[src/rtl/adc_scan_sequencer.sv]
// adc_scan_sequencer: scans an analog mux in front of a SAR ADC.
// Ports: clk_i/rst_i; enable_i, trig_i, continuous_i, ch_mask_i
// (scan control); adc_sample_i, adc_rdy_i, adc_result_i (ADC status);
// adc_start_o, ch_sel_o (ADC/mux drive); busy_o, result_valid_o,
// result_ch_o, result_data_o, scan_done_o, timeout_o (results).
module adc_scan_sequencer #(
  parameter int RESOLUTION = 8,
  parameter int NUM_CH     = 4,
  parameter int CH_W       = $clog2(NUM_CH),
  parameter int TIMEOUT    = 64
) (
  input  logic                  clk_i,
  input  logic                  rst_i,
  input  logic                  enable_i,
  input  logic                  trig_i,
  input  logic                  continuous_i,
  input  logic [NUM_CH-1:0]     ch_mask_i,
  input  logic                  adc_sample_i,
  input  logic                  adc_rdy_i,
  input  logic [RESOLUTION-1:0] adc_result_i,
  output logic                  adc_start_o,
  output logic [CH_W-1:0]       ch_sel_o,
  output logic                  busy_o,
  output logic                  result_valid_o,
  output logic [CH_W-1:0]       result_ch_o,
  output logic [RESOLUTION-1:0] result_data_o,
  output logic                  scan_done_o,
  output logic                  timeout_o
);

  localparam int WD_W = $clog2(TIMEOUT + 1);

  typedef enum logic [2:0] {
    IDLE,
    START,
    WAIT_SAMPLE,
    WAIT_RDY,
    NEXT
  } state_t;

  state_t state, state_nxt;

  logic [NUM_CH-1:0]     mask_q;
  logic                  cont_q;
  logic [CH_W-1:0]       ch_sel_q;
  logic [CH_W-1:0]       ch_sel_nxt;
  logic [CH_W-1:0]       res_ch_q;
  logic [RESOLUTION-1:0] res_data_q;
  logic [WD_W-1:0]       wd_cnt;
  logic                  wd_hit;
  logic                  timeout_q;
  logic                  load;
  logic                  capture;
  logic                  abort;

  logic                  higher_found;
  logic [CH_W-1:0]       higher_ch;
  logic [CH_W-1:0]       lowest_ch;
  logic [CH_W-1:0]       trig_low_ch;

  // wd_cnt is 0 in the first WAIT_SAMPLE cycle, so the
  // TIMEOUT-th waiting cycle is the one showing TIMEOUT-1.
  assign wd_hit = (wd_cnt == WD_W'(TIMEOUT - 1));

  // Descending scan: the last hit is the lowest index.
  always_comb begin
    higher_found = 1'b0;
    higher_ch    = '0;
    lowest_ch    = '0;
    trig_low_ch  = '0;
    for (int i = NUM_CH - 1; i >= 0; i--) begin
      if (mask_q[i] && (CH_W'(i) > ch_sel_q)) begin
        higher_found = 1'b1;
        higher_ch    = CH_W'(i);
      end
      if (mask_q[i]) begin
        lowest_ch = CH_W'(i);
      end
      if (ch_mask_i[i]) begin
        trig_low_ch = CH_W'(i);
      end
    end
  end

  always_comb begin
    state_nxt  = state;
    ch_sel_nxt = ch_sel_q;
    load       = 1'b0;
    capture    = 1'b0;
    abort      = 1'b0;
    unique case (state)
      IDLE: begin
        if (trig_i && enable_i && (|ch_mask_i)) begin
          load       = 1'b1;
          ch_sel_nxt = trig_low_ch;
          state_nxt  = START;
        end
      end
      START: begin
        state_nxt = WAIT_SAMPLE;
      end
      WAIT_SAMPLE: begin
        // adc_rdy_i is deliberately not looked at here: it may
        // still be high from the previous conversion.
        if (adc_sample_i) begin
          state_nxt = WAIT_RDY;
        end else if (wd_hit) begin
          abort     = 1'b1;
          state_nxt = IDLE;
        end
      end
      WAIT_RDY: begin
        if (adc_rdy_i) begin
          capture   = 1'b1;
          state_nxt = NEXT;
        end else if (wd_hit) begin
          abort     = 1'b1;
          state_nxt = IDLE;
        end
      end
      NEXT: begin
        if (!enable_i) begin
          state_nxt = IDLE;
        end else if (higher_found) begin
          ch_sel_nxt = higher_ch;
          state_nxt  = START;
        end else if (cont_q) begin
          ch_sel_nxt = lowest_ch;
          state_nxt  = START;
        end else begin
          state_nxt = IDLE;
        end
      end
      default: begin
        state_nxt = IDLE;
      end
    endcase
  end

  always_ff @(posedge clk_i or posedge rst_i) begin
    if (rst_i) begin
      state <= IDLE;
    end else begin
      state <= state_nxt;
    end
  end

  always_ff @(posedge clk_i or posedge rst_i) begin
    if (rst_i) begin
      mask_q   <= '0;
      cont_q   <= 1'b0;
      ch_sel_q <= '0;
    end else begin
      ch_sel_q <= ch_sel_nxt;
      if (load) begin
        mask_q <= ch_mask_i;
        cont_q <= continuous_i;
      end
    end
  end

  always_ff @(posedge clk_i or posedge rst_i) begin
    if (rst_i) begin
      res_ch_q   <= '0;
      res_data_q <= '0;
    end else if (capture) begin
      res_ch_q   <= ch_sel_q;
      res_data_q <= adc_result_i;
    end
  end

  always_ff @(posedge clk_i or posedge rst_i) begin
    if (rst_i) begin
      wd_cnt    <= '0;
      timeout_q <= 1'b0;
    end else begin
      timeout_q <= abort;
      if (state == START) begin
        wd_cnt <= '0;
      end else if ((state == WAIT_SAMPLE) || (state == WAIT_RDY)) begin
        wd_cnt <= wd_cnt + 1'b1;
      end
    end
  end

  // Pass completion depends only on registered mask/channel,
  // so scan_done_o has no combinational path from enable_i.
  assign adc_start_o    = (state == START);
  assign busy_o         = (state != IDLE);
  assign result_valid_o = (state == NEXT);
  assign scan_done_o    = (state == NEXT) && !higher_found;
  assign ch_sel_o       = ch_sel_q;
  assign result_ch_o    = res_ch_q;
  assign result_data_o  = res_data_q;
  assign timeout_o      = timeout_q;

endmodule

[config.mk]
export PLATFORM = sky130hd
export DESIGN_NAME = adc_scan_sequencer
export DESIGN_NICKNAME = d
export VERILOG_FILES = /design/src/rtl/adc_scan_sequencer.sv
export SDC_FILE = /design/constraint.sdc
export NUM_CORES = 1
export LEC_CHECK = 0
export BUFFER_PORTS_ARGS = -buffer_cell sky130_fd_sc_hd__buf_4
export CORE_ASPECT_RATIO = 1.5
export CORE_MARGIN = 3
export CORE_UTILIZATION = 25
export CTS_CLUSTER_DIAMETER = 150
export DETAILED_ROUTE_END_ITERATION = 7
export PLACE_DENSITY = 0.41
export SYNTH_ARGS = -nofsm -noshare
export SYNTH_HDL_FRONTEND = slang
export SYNTH_SLANG_ARGS = --single-unit
[constraint.sdc]
create_clock -name clk_i -period 2.05 [get_ports clk_i]
set_input_delay 0.41 -clock clk_i [delete_from_list [all_inputs] [get_ports clk_i]]
set_output_delay 0.41 -clock clk_i [all_outputs]
set_load 0.02 [all_outputs]
==> flow_summary_export.csv, run 1 <==
group,metric,value,unit
outcome,status,"finished clean",
sta,hold_slack,203,ps
die,initial_utilization,26.5,%
synth,avgSynthCellArea,10.8,sq um
pwr,internal-power,1.48,mW
cts,cts-root-buf,"clkbuf_8",
setup_path,critPathBufInv,1,
setup_path,rrSetupSlack,340,ps
synth,synth_area,0.00140,sq mm
finish,drive_gt1_share,35.5,%
setup_path,end_kind,"output port",
setup_path,critPathKind,"reg2out",
setup_path,worstPathArrival,1490,ps
synth,yosysTopAreaCell,"dfrtp_1",
pwr,leakage,0.835,nW
cts,post_cts_resized,0,
finish,syn_to_final_growth,29.5,%
sta,finalSetupViolations,0,
die,die_x,67.1,um
sta,rsz0062_at_grt,"no",
sta,min_period,1900,ps
run,cap_violations,0,
synth,synth-edff-count,0,
synth,ys_async_sr_fraction,100,%
cts,cts.hold.buffers_added,0,
finish,mostFrequentLayoutCell,"buf_4",
setup_path,r2r-end,"mask_q[2]",
placement,gp_congestion,0.745,
finish,most-common-layout-cells,"buf_4 (40), dfrtp_1 (28), inv_1 (10), o21ai_0 (10)",
routing,route.vias.total,1089,
global_routing,grt_usage,10.8,%
cts,clkTransAtPathRegs,90,ps
setup_path,cpPeakStageDelay,450,ps
pwr,p_switching,0.961,mW
sta,slew_headroom,62.1,%
sta,hold_viol,0,
sta,drv_slew,0,
setup_path,r2r_start,"state[0]",
global_routing,antenna_found_initial,0,
synth,synth.distinct_cells,42,
sta,max_freq,0.525,GHz
pwr,powerDensity,1350,mW/mm^2
cts,numCtsBuffers,3,
sta,finClkSkew,3.65,ps
global_routing,gr-total-overflow,0,
cts,insertion_delay,270,ps
synth,netlist.area_leader.share,50.1,%
sta,tns,0,ps
cts,cts.htree.levels,1,
die,fp-row-count,32,
global_routing,first_global_vias,1098,
synth,ys_ff_latch,28,
synth,synth_seq_area_share,50.1,%
routing,wirelength,3220,um
finish,n_antenna_cell,0,
pwr,swShare,39.3,%
global_routing,grt_pass1_wl,5470,um
synth,synthTopCellsByArea,"dfrtp_1 (50%), mux2_2 (6.4%), o21ai_0 (3.6%)",
placement,port_buffers,35,
die,core,0.00529,sq mm
synth,synth_cells,129,
routing,viasPerCell,4.59,
setup_path,cp-start-kind,"flip-flop",
routing,drt_iter0_markers,45,
synth,synth-main-ff-cell,"dfrtp_1",
cts,cts_tree,"done",
cts,cts.path.max_buffers,2,
setup_path,crit_required,1640,ps
pwr,clkPwrFrac,13.7,%
routing,drtPass1Iterations,5,
routing,ant_nets,0,
sta,tightest_slew,568,ps
die,die_y,97.6,um
pwr,p_total,2.44,mW
cts,post_cts_buffers,0,
synth,yosysWarnings,0,
die,ios,36,
setup_path,cpMaxStageDelayCell,"dfrtp_1",
finish,n_fill_cell,565,
global_routing,grt_max_degree,29,
cts,clkSinkCount,28,
pwr,combPwrFrac,44.6,%
routing,drc_errors,0,
setup_path,path_delay_family,"compound AO/OA/AOI/OAI gates",
setup_path,reg2reg_depth,3,
sta,period_share,92.9,%
hold_path,hold_path.class,"in2async",
setup_path,path_max_fanout,7,
synth,syn_nets,149,
setup_path,crit_chain,"nor2b_1 > o21ai_0 > o211a_1 > buf_4",
placement,hpwl,2490,um
pwr,seqPwrFrac,41.6,%
pwr,vdd_drop_max,539,uV
die,dieArea,0.00655,sq mm
routing,wire_per_inst,13.6,um
finish,fin_nets,190,
==> cells in the mapped netlist, types with 2 or more instances <==
library cell,instances
dfrtp_1,28
nor2_1,7
a31oi_1,4
mux2_2,8
a21oi_1,4
nand3_1,3
nand2_1,8
o21bai_1,3
inv_1,10
mux2_1,4
o211a_1,2
o21ai_0,10
nor3_1,2
nor2b_1,2
nand2b_1,3
xnor2_1,3
mux2i_1,3
==> worst min-delay path, cell delays in order <==
cell,delay [ps]
buf_4,110
inv_1,40
buf_4,330
==> worst max path at each step <==
stage | start | endpoint | slack, ps | cells after the start
after detailed placement | state[0] | mask_q[2] | 360 | 3
final | mask_q[1] | scan_done_o | 150 | 4
after CTS | mask_q[1] | scan_done_o | 140 | 4
after global placement | state[0] | mask_q[2] | 390 | 3
after floorplan | state[0] | scan_done_o | 340 | 3
after global routing | mask_q[1] | scan_done_o | 10 | 4
==> registers in the layout, summed over array words and instances, names as in the netlist <==
register       count
cont_q             1
state              3
result_data_o      8
mask_q             4
result_ch_o        2
timeout_o          1
wd_cnt             7
ch_sel_o           2
==> power by group through the flow <==
stage | logic (mW) | clock network (mW) | registers, mW
finish | 1.09 | 0.336 | 1.02
global placement | 1.11 | 0 | 1.01
detailed placement | 1.11 | 0 | 1.03
global route | 1.20 | 0.381 | 1.06
CTS | 1.11 | 0.353 | 1.02
floorplan | 0.615 | 0 | 1.09
==> layer usage <==
metal  track usage [%]  wire length (um)  vias to the layer above
met5                 0                 0                        -
met4              4.22                37                        0
met3              1.39               116                        2
met2              19.1              1800                       24
met1              12.8              1270                      525
li1                  -                 -                      538
==> final cells by class <==
cell class	instances	area (sq um)	share of cell area (%)
Timing Repair Buffer	40	300	16.6
Clock buffer	4	55.1	3.04
Inverter	10	37.5	2.07
Tap cell	68	85.1	4.70
Multi-Input combinational cell	87	633	34.9
Sequential cell	28	701	38.7
==> cells by family (layout without fill, tap and decap cells) <==
| family | after synthesis | count (layout) | share of synthesized area, % |
|---|---|---|---|
| flip-flops | 28 | 28 | 50.1 |
| AND/OR/NAND/NOR | 36 | 36 | 15.0 |
| XOR/XNOR | 3 | 3 | 1.88 |
| multiplexers | 15 | 15 | 11.8 |
| adder cells (fa/ha/maj) | 1 | 1 | 0.894 |
| buffers and inverters | 14 | 54 | 4.65 |
| AO/OA/AOI/OAI | 32 | 32 | 15.7 |
==> through the flow <==
step                instances  util [%]  area, sq um  worst slack, ps
floorplan                 129         -         1400              341
global placement          233      33.2         1760              390
detailed placement        233      33.2         1760              358
CTS                       237      34.3         1810              142
global route              237      34.3         1810             13.6
finish                    237      34.3         1810              145
No activity file was read; power rests on OpenSTA's default activity.
==> run 2, diff against run 1 <==
Settings changed: BUFFER_PORTS_ARGS -buffer_cell sky130_fd_sc_hd__buf_4 to -buffer_cell sky130_fd_sc_hd__buf_2, GPL_ROUTABILITY_DRIVEN set to 1, PLACE_DENSITY 0.41 to 0.42.
Clock period 2.05 ns to 1.6 ns, I/O delays scaled along.
==> run 2 against run 1 <==
  * The flow now finishes with violations (negative setup slack)
  * Utilization grew 2.7 points
  * Power grew 46%
  * First-iteration DRC count shrank 4.4%
  * Hold slack lost 110 ps
  * Clock power grew 70%
  * Sequential cell count is the same
  * Critical path depth is the same
  * Setup slack lost 250 ps
==> flow_summary_export.csv, run 2 (synthesized netlist as in run 1, its figures left out) <==
group,metric,value,unit
outcome,status,"finished, violations left",
outcome,violations,"negative setup slack",
cts,cts-root-buf,"clkbuf_8",
setup_path,end_kind,"output port",
finish,final_core_util,37.0,%
setup_path,cpPeakStageDelay,410,ps
cts,cts_tree,"done",
finish,n_antenna_cell,0,
global_routing,grt_max_degree,29,
global_routing,gr-usage-met1,14.8,%
die,die_y,97.6,um
placement,hpwl,2620,um
sta,rsz0062_at_grt,"yes",
setup_path,cpMaxStageDelayCell,"dfrtp_1",
setup_path,cp-start-kind,"flip-flop",
cts,clkSinkCount,28,
setup_path,crit_required,1280,ps
sta,setup_ws,-100,ps
finish,mostFrequentLayoutCell,"buf_2",
routing,drtPass1Iterations,4,
sta,drv_slew,0,
sta,tns,-455,ps
finish,drive_gt1_share,45.9,%
setup_path,crit_chain,"buf_6 > nor3b_4 > o211a_1 > buf_6",
routing,drt_iter0_markers,43,
global_routing,grt_pass1_wl,5950,um
sta,finalSetupViolations,9,
sta,tightest_slew,376,ps
sta,hold_viol,0,
cts,cts.path.max_buffers,2,
die,die_x,67.1,um
setup_path,cpMostUsedCell,"buf_6",
sta,hold_slack,91.5,ps
placement,dpl.cell_count,241,
sta,finClkSkew,6.56,ps
die,ios,36,
global_routing,use_met2,19.5,%
finish,instances_no_fill,253,
routing,viasPerCell,4.60,
placement,place_area,0.00175,sq mm
finish,largest_register_ffs,8,
global_routing,grt_usage,11.8,%
die,core,0.00529,sq mm
placement,port_buffers,35,
global_routing,gr-total-overflow,0,
global_routing,first_global_vias,1221,
finish,syn_to_final_growth,39.8,%
routing,ant_nets,0,
die,dieArea,0.00655,sq mm
run,cap_violations,0,
setup_path,worstPathArrival,1380,ps
placement,gp_congestion,0.799,
global_routing,met3_usage,2.08,%
cts,numCtsBuffers,3,
finish,fin_nets,206,
sta,slew_headroom,74.9,%
global_routing,antenna_found_initial,0,
cts,clkTransAtPathRegs,100,ps
pwr,p_total,3.57,mW
cts,insertion_delay,280,ps
setup_path,critPathKind,"reg2out",
pwr,leakage,0.919,nW
die,fp-row-count,32,
placement,dp_slack,17.6,ps
setup_path,path_max_fanout,7,
routing,drc_errors,0,
global_routing,top_usage_layer,"met2",
sta,period_share,106,%
cts,cts.htree.levels,1,
finish,final_cell_area,0.00196,sq mm
sta,max_freq,0.588,GHz
sta,min_period,1700,ps
routing,route.vias.total,1163,
routing,wirelength,3550,um
pwr,vdd_drop_max,689,uV
die,initial_utilization,26.5,%
pwr,powerDensity,1830,mW/mm^2
hold_path,hold_path.class,"in2async",
routing,wire_per_inst,14.0,um
finish,most-common-layout-cells,"buf_2 (31), dfrtp_1 (27), buf_4 (19)",
run 2: repair_timing:
action	CTS	global route
buffers inserted	4	4
endpoints found under the setup margin	4	12
pin swaps	3	5
hold buffers	0	0
gates resized for setup	10	14
run 2: metal layers:
metal | vias up | routed length [um]
met2 | 26 | 1870
met4 | 0 | 73
met5 | - | 0
met3 | 7 | 123
li1 | 571 | -
met1 | 559 | 1480
run 2: final timing paths:
kind	from	end	slack [ps]	cells after the start
max	state[1]	scan_done_o	-100	4
min	rst_i	wd_cnt[5]	90	3
max reg2reg	state[0]	mask_q[0]	-80	4
min reg2reg	result_ch_o[0]	result_ch_o[0]	480	2
max in group asynchronous	rst_i	state[2]	1220	3
min in group clk_i	adc_rdy_i	timeout_o	240	2
run 2: final cells by class:
type                       count  area [sq um]
tap                           68          85.1
timing repair buffer          56           374
inverter                      10          37.5
multi-input combinational     87           686
fill                         565          3330
clock inverter                 1          30.0
sequential                    28           702
clock buffer                   3          41.3
run 2: where the power goes:
group,internal [mW],switching [mW]
Sequential,1.01,0.219
Clock,0.335,0.236
Combinational,0.856,0.916
Total,2.20,1.37
run 2: worst max-delay path, delay by kind of cell, from the launching register on:
| family | cells | cell delay (ps) |
|---|---|---|
| AOI/OAI and AO/OA | 1 | 210 |
| buffers and inverters | 2 | 260 |
| and+or+nand+nor | 1 | 220 |
| DFF | 1 | 410 |
